===== src/rtl/acc_cpu_pkg.sv =====
// Shared types for the parametrised accumulator CPU: opcode and FSM state encodings.
package acc_cpu_pkg;

  typedef enum logic [2:0] {
    ADD  = 3'd0,
    NAND = 3'd1,
    SRRL = 3'd2,
    GE   = 3'd3,
    SZ   = 3'd4,
    CP2W = 3'd5,
    CPFW = 3'd6,
    JMP  = 3'd7
  } opcode_t;

  typedef enum logic [2:0] {
    FETCH = 3'd0,
    IND   = 3'd1,
    OPER  = 3'd2,
    EXEC  = 3'd3,
    WRITE = 3'd4,
    HALT  = 3'd5
  } state_t;

  localparam int OP_W = 3;

  // CPfW skips the operand read and goes straight to the store.
  function automatic state_t operandState(opcode_t op);
    return (op == CPFW) ? WRITE : OPER;
  endfunction

endpackage


===== src/rtl/acc_cpu_param_if.sv =====
// Memory port of the accumulator CPU: request/ready handshake with a single address/data bus.
interface acc_cpu_param_if #(
  parameter int ADDR_W = 13,
  parameter int DATA_W = 16
);
  logic              mem_req;
  logic              wrEn;
  logic [ADDR_W-1:0] addr_toRAM;
  logic [DATA_W-1:0] data_toRAM;
  logic [DATA_W-1:0] data_fromRAM;
  logic              mem_ready;

  modport master (
    output mem_req, wrEn, addr_toRAM, data_toRAM,
    input  data_fromRAM, mem_ready
  );

  modport slave (
    input  mem_req, wrEn, addr_toRAM, data_toRAM,
    output data_fromRAM, mem_ready
  );
endinterface


===== src/rtl/acc_cpu_shifter.sv =====
// Combinational SRRL unit: shift amount range selects right/left shift or right/left rotate.
module acc_cpu_shifter #(
  parameter int DATA_W = 16
) (
  input  logic [DATA_W-1:0] din,
  input  logic [DATA_W-1:0] sel,
  output logic [DATA_W-1:0] dout
);

  localparam logic [DATA_W-1:0] D1 = DATA_W'(DATA_W);
  localparam logic [DATA_W-1:0] D2 = DATA_W'(2 * DATA_W);
  localparam logic [DATA_W-1:0] D3 = DATA_W'(3 * DATA_W);
  localparam logic [DATA_W-1:0] D4 = DATA_W'(4 * DATA_W);

  logic [2*DATA_W-1:0] dbl, rr, rl;
  logic [DATA_W-1:0]   k;

  // Rotates come from shifting the word concatenated with itself.
  always_comb begin
    dbl  = {din, din};
    k    = '0;
    rr   = '0;
    rl   = '0;
    dout = din;
    if (sel < D1) begin
      dout = din >> sel;
    end else if (sel < D2) begin
      k    = sel - D1;
      dout = din << k;
    end else if (sel < D3) begin
      k    = sel - D2;
      rr   = dbl >> k;
      dout = rr[DATA_W-1:0];
    end else if (sel < D4) begin
      k    = sel - D3;
      rl   = dbl << k;
      dout = rl[2*DATA_W-1:DATA_W];
    end
  end

endmodule


===== src/rtl/acc_cpu_param.sv =====
// Parametrised single-accumulator CPU with a req/ready memory port, halt-on-self-jump and retire pulse.
module acc_cpu_param
  import acc_cpu_pkg::*;
#(
  parameter int ADDR_W   = 13,
  parameter int DATA_W   = 16,
  parameter int IND_PTR  = 2,
  parameter int RESET_PC = 0
) (
  input  logic              clk,
  input  logic              rst,
  acc_cpu_param_if.master   mem,
  output logic [ADDR_W-1:0] PC,
  output logic [DATA_W-1:0] W,
  output logic              retire,
  output logic              halted
);

  generate
    if (DATA_W != ADDR_W + OP_W) begin : gBadWidth
      $error("acc_cpu_param: DATA_W must equal ADDR_W+3");
    end
  endgenerate

  localparam logic [ADDR_W-1:0] IND_ADDR = ADDR_W'(IND_PTR);
  localparam logic [ADDR_W-1:0] PC_RST   = ADDR_W'(RESET_PC);

  state_t            state, stateNxt;
  opcode_t           ir, irNxt;
  logic [ADDR_W-1:0] ea, eaNxt, pcNxt, addrMux;
  logic [DATA_W-1:0] m, mNxt, wNxt, shOut;
  logic              req, reqNxt, retireNxt, haltedNxt, done;
  opcode_t           fetchOp;
  logic [ADDR_W-1:0] fetchA;

  assign fetchOp = opcode_t'(mem.data_fromRAM[DATA_W-1:ADDR_W]);
  assign fetchA  = mem.data_fromRAM[ADDR_W-1:0];
  // Ready is only meaningful while a request is outstanding.
  assign done    = req && mem.mem_ready;

  acc_cpu_shifter #(.DATA_W(DATA_W)) uShift (
    .din  (W),
    .sel  (m),
    .dout (shOut)
  );

  always_ff @(posedge clk or negedge rst) begin
    if (!rst) begin
      state  <= FETCH;
      ir     <= ADD;
      ea     <= '0;
      m      <= '0;
      W      <= '0;
      PC     <= PC_RST;
      req    <= 1'b0;
      retire <= 1'b0;
      halted <= 1'b0;
    end else begin
      state  <= stateNxt;
      ir     <= irNxt;
      ea     <= eaNxt;
      m      <= mNxt;
      W      <= wNxt;
      PC     <= pcNxt;
      req    <= reqNxt;
      retire <= retireNxt;
      halted <= haltedNxt;
    end
  end

  always_comb begin
    stateNxt  = state;
    irNxt     = ir;
    eaNxt     = ea;
    mNxt      = m;
    wNxt      = W;
    pcNxt     = PC;
    reqNxt    = req;
    retireNxt = 1'b0;
    haltedNxt = halted;
    case (state)
      FETCH: begin
        // First cycle out of reset has no request yet; raise it here.
        if (!req) begin
          reqNxt = 1'b1;
        end else if (done) begin
          irNxt = fetchOp;
          if (fetchA == '0) begin
            stateNxt = IND;
          end else begin
            eaNxt    = fetchA;
            stateNxt = operandState(fetchOp);
          end
        end
      end
      IND: begin
        if (done) begin
          eaNxt    = mem.data_fromRAM[ADDR_W-1:0];
          stateNxt = operandState(ir);
        end
      end
      OPER: begin
        if (done) begin
          mNxt     = mem.data_fromRAM;
          stateNxt = EXEC;
          reqNxt   = 1'b0;
        end
      end
      EXEC: begin
        retireNxt = 1'b1;
        pcNxt     = PC + ADDR_W'(1);
        case (ir)
          ADD:     wNxt = W + m;
          NAND:    wNxt = ~(W & m);
          SRRL:    wNxt = shOut;
          GE:      wNxt = (W >= m) ? DATA_W'(1) : '0;
          SZ:      pcNxt = PC + ((m == '0) ? ADDR_W'(2) : ADDR_W'(1));
          CP2W:    wNxt = m;
          JMP:     pcNxt = m[ADDR_W-1:0];
          default: ;
        endcase
        if (ir == JMP && m[ADDR_W-1:0] == PC) begin
          haltedNxt = 1'b1;
          stateNxt  = HALT;
        end else begin
          stateNxt = FETCH;
          reqNxt   = 1'b1;
        end
      end
      WRITE: begin
        if (done) begin
          pcNxt     = PC + ADDR_W'(1);
          retireNxt = 1'b1;
          stateNxt  = FETCH;
        end
      end
      HALT: reqNxt = 1'b0;
      default: begin
        stateNxt = FETCH;
        reqNxt   = 1'b0;
      end
    endcase
  end

  // Bus fields derive from registered state only, so they hold for the whole access.
  always_comb begin
    addrMux = '0;
    case (state)
      FETCH:       addrMux = PC;
      IND:         addrMux = IND_ADDR;
      OPER, WRITE: addrMux = ea;
      default:     addrMux = '0;
    endcase
  end

  assign mem.mem_req    = req;
  assign mem.addr_toRAM = req ? addrMux : '0;
  assign mem.wrEn       = req && (state == WRITE);
  assign mem.data_toRAM = (req && state == WRITE) ? W : '0;

endmodule


===== src/flat_wrapper.sv =====
// flat-port wrapper written by rule: the top's interface ports become plain ports
module acc_cpu_param_flat import acc_cpu_pkg::*;
#(
  parameter int ADDR_W   = 13,
  parameter int DATA_W   = 16,
  parameter int IND_PTR  = 2,
  parameter int RESET_PC = 0
)
  (clk, rst, PC, W, retire, halted, mem_mem_req, mem_wrEn, mem_addr_toRAM, mem_data_toRAM, mem_data_fromRAM, mem_mem_ready);
  acc_cpu_param_if #(.ADDR_W(ADDR_W), .DATA_W(DATA_W)) mem_i ();
  input  logic clk;
  input  logic rst;
  output logic [ADDR_W-1:0] PC;
  output logic [DATA_W-1:0] W;
  output logic retire;
  output logic halted;
  output wire logic [$bits(mem_i.mem_req)-1:0] mem_mem_req;
  output wire logic [$bits(mem_i.wrEn)-1:0] mem_wrEn;
  output wire logic [$bits(mem_i.addr_toRAM)-1:0] mem_addr_toRAM;
  output wire logic [$bits(mem_i.data_toRAM)-1:0] mem_data_toRAM;
  input wire logic [$bits(mem_i.data_fromRAM)-1:0] mem_data_fromRAM;
  input wire logic [$bits(mem_i.mem_ready)-1:0] mem_mem_ready;
  assign mem_mem_req = mem_i.mem_req;
  assign mem_wrEn = mem_i.wrEn;
  assign mem_addr_toRAM = mem_i.addr_toRAM;
  assign mem_data_toRAM = mem_i.data_toRAM;
  assign mem_i.data_fromRAM = mem_data_fromRAM;
  assign mem_i.mem_ready = mem_mem_ready;
  acc_cpu_param #(.ADDR_W(ADDR_W), .DATA_W(DATA_W), .IND_PTR(IND_PTR), .RESET_PC(RESET_PC)) u_core (.clk(clk), .rst(rst), .mem(mem_i), .PC(PC), .W(W), .retire(retire), .halted(halted));
endmodule

===== config.mk =====
export PLATFORM = sky130hd
export DESIGN_NAME = acc_cpu_param_flat
export DESIGN_NICKNAME = d
export VERILOG_FILES = /design/src/rtl/acc_cpu_pkg.sv /design/src/rtl/acc_cpu_param_if.sv /design/src/rtl/acc_cpu_shifter.sv /design/src/rtl/acc_cpu_param.sv /design/src/flat_wrapper.sv
export SDC_FILE = /design/constraint.sdc
export NUM_CORES = 1
export LEC_CHECK = 0
export ABC_AREA = 1
export BUFFER_PORTS_ARGS = -buffer_cell sky130_fd_sc_hd__buf_2
export CAP_MARGIN = 20
export CORE_UTILIZATION = 40
export CTS_BUF_LIST = sky130_fd_sc_hd__clkbuf_4 sky130_fd_sc_hd__clkbuf_8
export DETAILED_ROUTE_END_ITERATION = 10
export PLACE_DENSITY_LB_ADDON = 0.12
export REMOVE_ABC_BUFFERS = 1
export SLEW_MARGIN = 30
export SYNTH_ARGS = -nofsm -noshare
export SYNTH_HDL_FRONTEND = slang
export SYNTH_SLANG_ARGS = --single-unit

===== constraint.sdc =====
create_clock -name clk -period 10.3 [get_ports clk]
set_clock_uncertainty 0.2 [all_clocks]
set_input_delay 1.545 -clock clk [delete_from_list [all_inputs] [get_ports clk]]
set_output_delay 1.545 -clock clk [all_outputs]
set_load 0.02 [all_outputs]

==> out/results.txt <==
run status = completed
Seq/Total Area, Yosys = 17.5%
max frequency = 241 MHz
Clock Tree Root = clkbuf_8
drt total wl = 38600 um
VDD IR-drop max = 0.160 mV
CORE AREA = 23500 sq um
largest net degree at the start of global routing = 68
Critical-path top delay cell = dfrtp_1
Mapped Cells = 1681
Hold Crit Class = reg -> reg
Avg Inst Size Synth = 5.71 sq um
# diodes = 0
filler cell count = 2643
post-route cell area = 10400 sq um
Nets = 1768
Detailed Place HPWL = 28900 um
Power Density = 354 nW/um^2
Yosys reg bits = 67
fin. max-slew vios = 0
vias per cell = 5.63
first-pass GRT wire length = 58600 um
ys async rst share = 100%
Avg WL per Cell = 19.0 um
CTS tree = yes
Starting Density = 40.9%
Yosys warnings = 0
first-pass iteration count of the detailed router = 7
setup_tns = 0 ns
final hold violations = 0
ratio of cells with drive above 1 in the final layout = 11.2%
critical path type = reg -> out
final core occ = 44.2%
capturing point of the worst reg2reg path = u_core.PC[11]
CTS HTree Levels = 3
FF-to-FF path depth = 23
CP Capture Type = primary output
number of global-route vias before repair = 10200
Remaining DRCs = 0
clock sinks = 67
Hold WS = 0.282 ns
hold depth = 2
Cell variety after synth = 52
Remaining Overflow, GRT = 0
gpl congestion = 0.965
FF-to-FF setup slack = 6.35 ns
most used cell, CP = nor2_1
worst skew pair latency = 0.38 ns
# resized after CTS = 0
R2R Path Start = u_core.m[10]
area grow syn2layout = 8.11%
headroom to the max-slew limit = 41.8%
period utilization = 40.2%
CTS Buffer Depth = 2
CTS Hold Buffers Added = 0
Leakage = 5.44 nW
Reg clk slew, reported paths = 0.08 ns
top_reg_cell synth = dfrtp_1
critical path startpoint category = flip-flop
# IOs = 81
Power Total = 3.67 mW
CTS buffer count = 9
std cell rows = 56
Worst EP arrival = 2.40 ns
number of port buffers = 80
via count = 11400
GRT Util Overall = 31.6%
CP max FO = 18
DRT iter0 DRCs = 1148
Period minus WS final = 4.14 ns
slew of the pin with the lowest slew margin = 0.870 ns
worst hold endpoint = u_core.halted
Crit path required time = 8.56 ns
Cell Chain, Critical Path = nor3_1, inv_2, nor2_1, inv_1, nor2_1, buf_2
Post CTS Setup Buffer Count = 0
Max-Cap Viols = 0
final setup vio count = 0
DIE HEIGHT = 157 um
die area = 24600 sq um
Post-synth EDFFs = 0
HP Start = u_core.halted
placed cell area = 10100 sq um
CP max stage delay = 0.42 ns
initial antenna violation count = 0
DRT antenna net count = 0
Post-Syn Area = 9590 sq um
die width = 157 um
RSZ-0062 raised after global routing = no
[critical path: cells and delay by family (launching register included)]
kind | cells | cell delay (ns)
DFF | 1 | 0.42
buffers and inverters | 3 | 0.77
and+or+nand+nor | 3 | 0.82
[how the worst max path moves through the flow]
stage / startpoint / to / slack (ns) / cells after the start
2_1_floorplan: u_core.m[1] / u_core.W[12] / 5.01 / 16
3_3_place_gp: u_core.state[2] / mem_addr_toRAM[10] / 6.51 / 6
3_5_place_dp: u_core.m[8] / u_core.PC[11] / 6.46 / 23
4_1_cts: u_core.state[0] / mem_data_toRAM[9] / 6.23 / 6
5_1_grt: u_core.m[13] / u_core.PC[11] / 5.78 / 23
6_report: u_core.state[0] / mem_data_toRAM[9] / 6.16 / 6
[stage by stage]
stage / instances / worst slack (ns)
6_report: 2031 / 6.16
5_1_grt: 2031 / 5.78
4_1_cts: 2031 / 6.23
3_3_place_gp: 2015 / 6.51
2_1_floorplan: 1601 / 5.01
3_5_place_dp: 2015 / 6.46
[per-layer routing]
metal	vias up	GRT usage [%]	part of all wire, %
met5	-	0	0
met4	0	13.5	3.9
met1	5341	43.9	45
li1	5544	-	-
met3	81	4.38	7.0
met2	459	48.5	44
[cell usage in the layout (no fill, tap or decap), types with 3 or more instances in the layout]
cell type / count
nor2_2: 6
nor2_1: 132
nand3b_1: 5
a21oi_1: 105
a31oi_1: 16
inv_1: 172
nand2_4: 5
nor4_1: 4
xor2_1: 24
o31ai_1: 4
buf_2: 80
nand3_2: 4
nand4_1: 25
nand2_2: 18
ha_1: 40
clkinv_1: 6
o221a_2: 4
nand3_1: 139
buf_4: 14
a22oi_1: 20
nand2_1: 558
o211ai_1: 10
inv_2: 13
nor2_4: 9
nor3_1: 20
nor2_8: 3
dfrtp_1: 65
o21ai_2: 6
o21ai_1: 26
clkbuf_8: 11
nor3_2: 3
xnor2_1: 4
o22ai_1: 11
o21ai_0: 118
[layout make-up]
class | count | area, sq um | area share, %
clock buffer | 11 | 151 | 1.46
clock inverter | 5 | 85.1 | 0.821
inverter | 192 | 728 | 7.02
multi-input combinational | 1342 | 6810 | 65.7
sequential | 67 | 1680 | 16.2
tap | 319 | 399 | 3.85
timing repair buffer | 95 | 517 | 4.98
[cells in the mapped netlist, drive strengths merged (20+ instances only)]
cell type | instances | area (sq um)
inv | 185 | 702
a22oi | 20 | 150
nand2 | 582 | 2280
a21oi | 106 | 534
xor2 | 24 | 210
o21ai | 150 | 773
nor2 | 150 | 684
buf | 41 | 243
nand3 | 145 | 771
clkbuf | 39 | 146
nand4 | 27 | 181
nor3 | 23 | 130
ha | 40 | 500
dfrtp | 67 | 1680
[kinds of logic (layout without fill, tap and decap cells)]
family	Yosys count	count (layout)	share of synthesized area (%)
compound gates	334	334	19.7
simple gates	938	938	43.0
flops	67	67	17.5
fa+ha+maj	42	42	5.64
xor+xnor	28	28	2.56
buf+inv	272	303	11.7
[power by group]
group          switching (mW)  internal [mW]  leakage, nW
Clock                   0.122          0.151        0.116
Sequential              0.266          0.376        0.810
Combinational            1.93          0.824         4.52
[flip-flops by register name, summed over array words and instances (netlist names)]
register            flops
u_core.W               16
u_core.m               16
u_core.PC              13
u_core.ea              13
u_core.ir               3
u_core.state            3
u_core.halted           1
u_core.mem.mem_req      1
u_core.retire           1
Note: power is estimated with default switching activity, not from simulation.
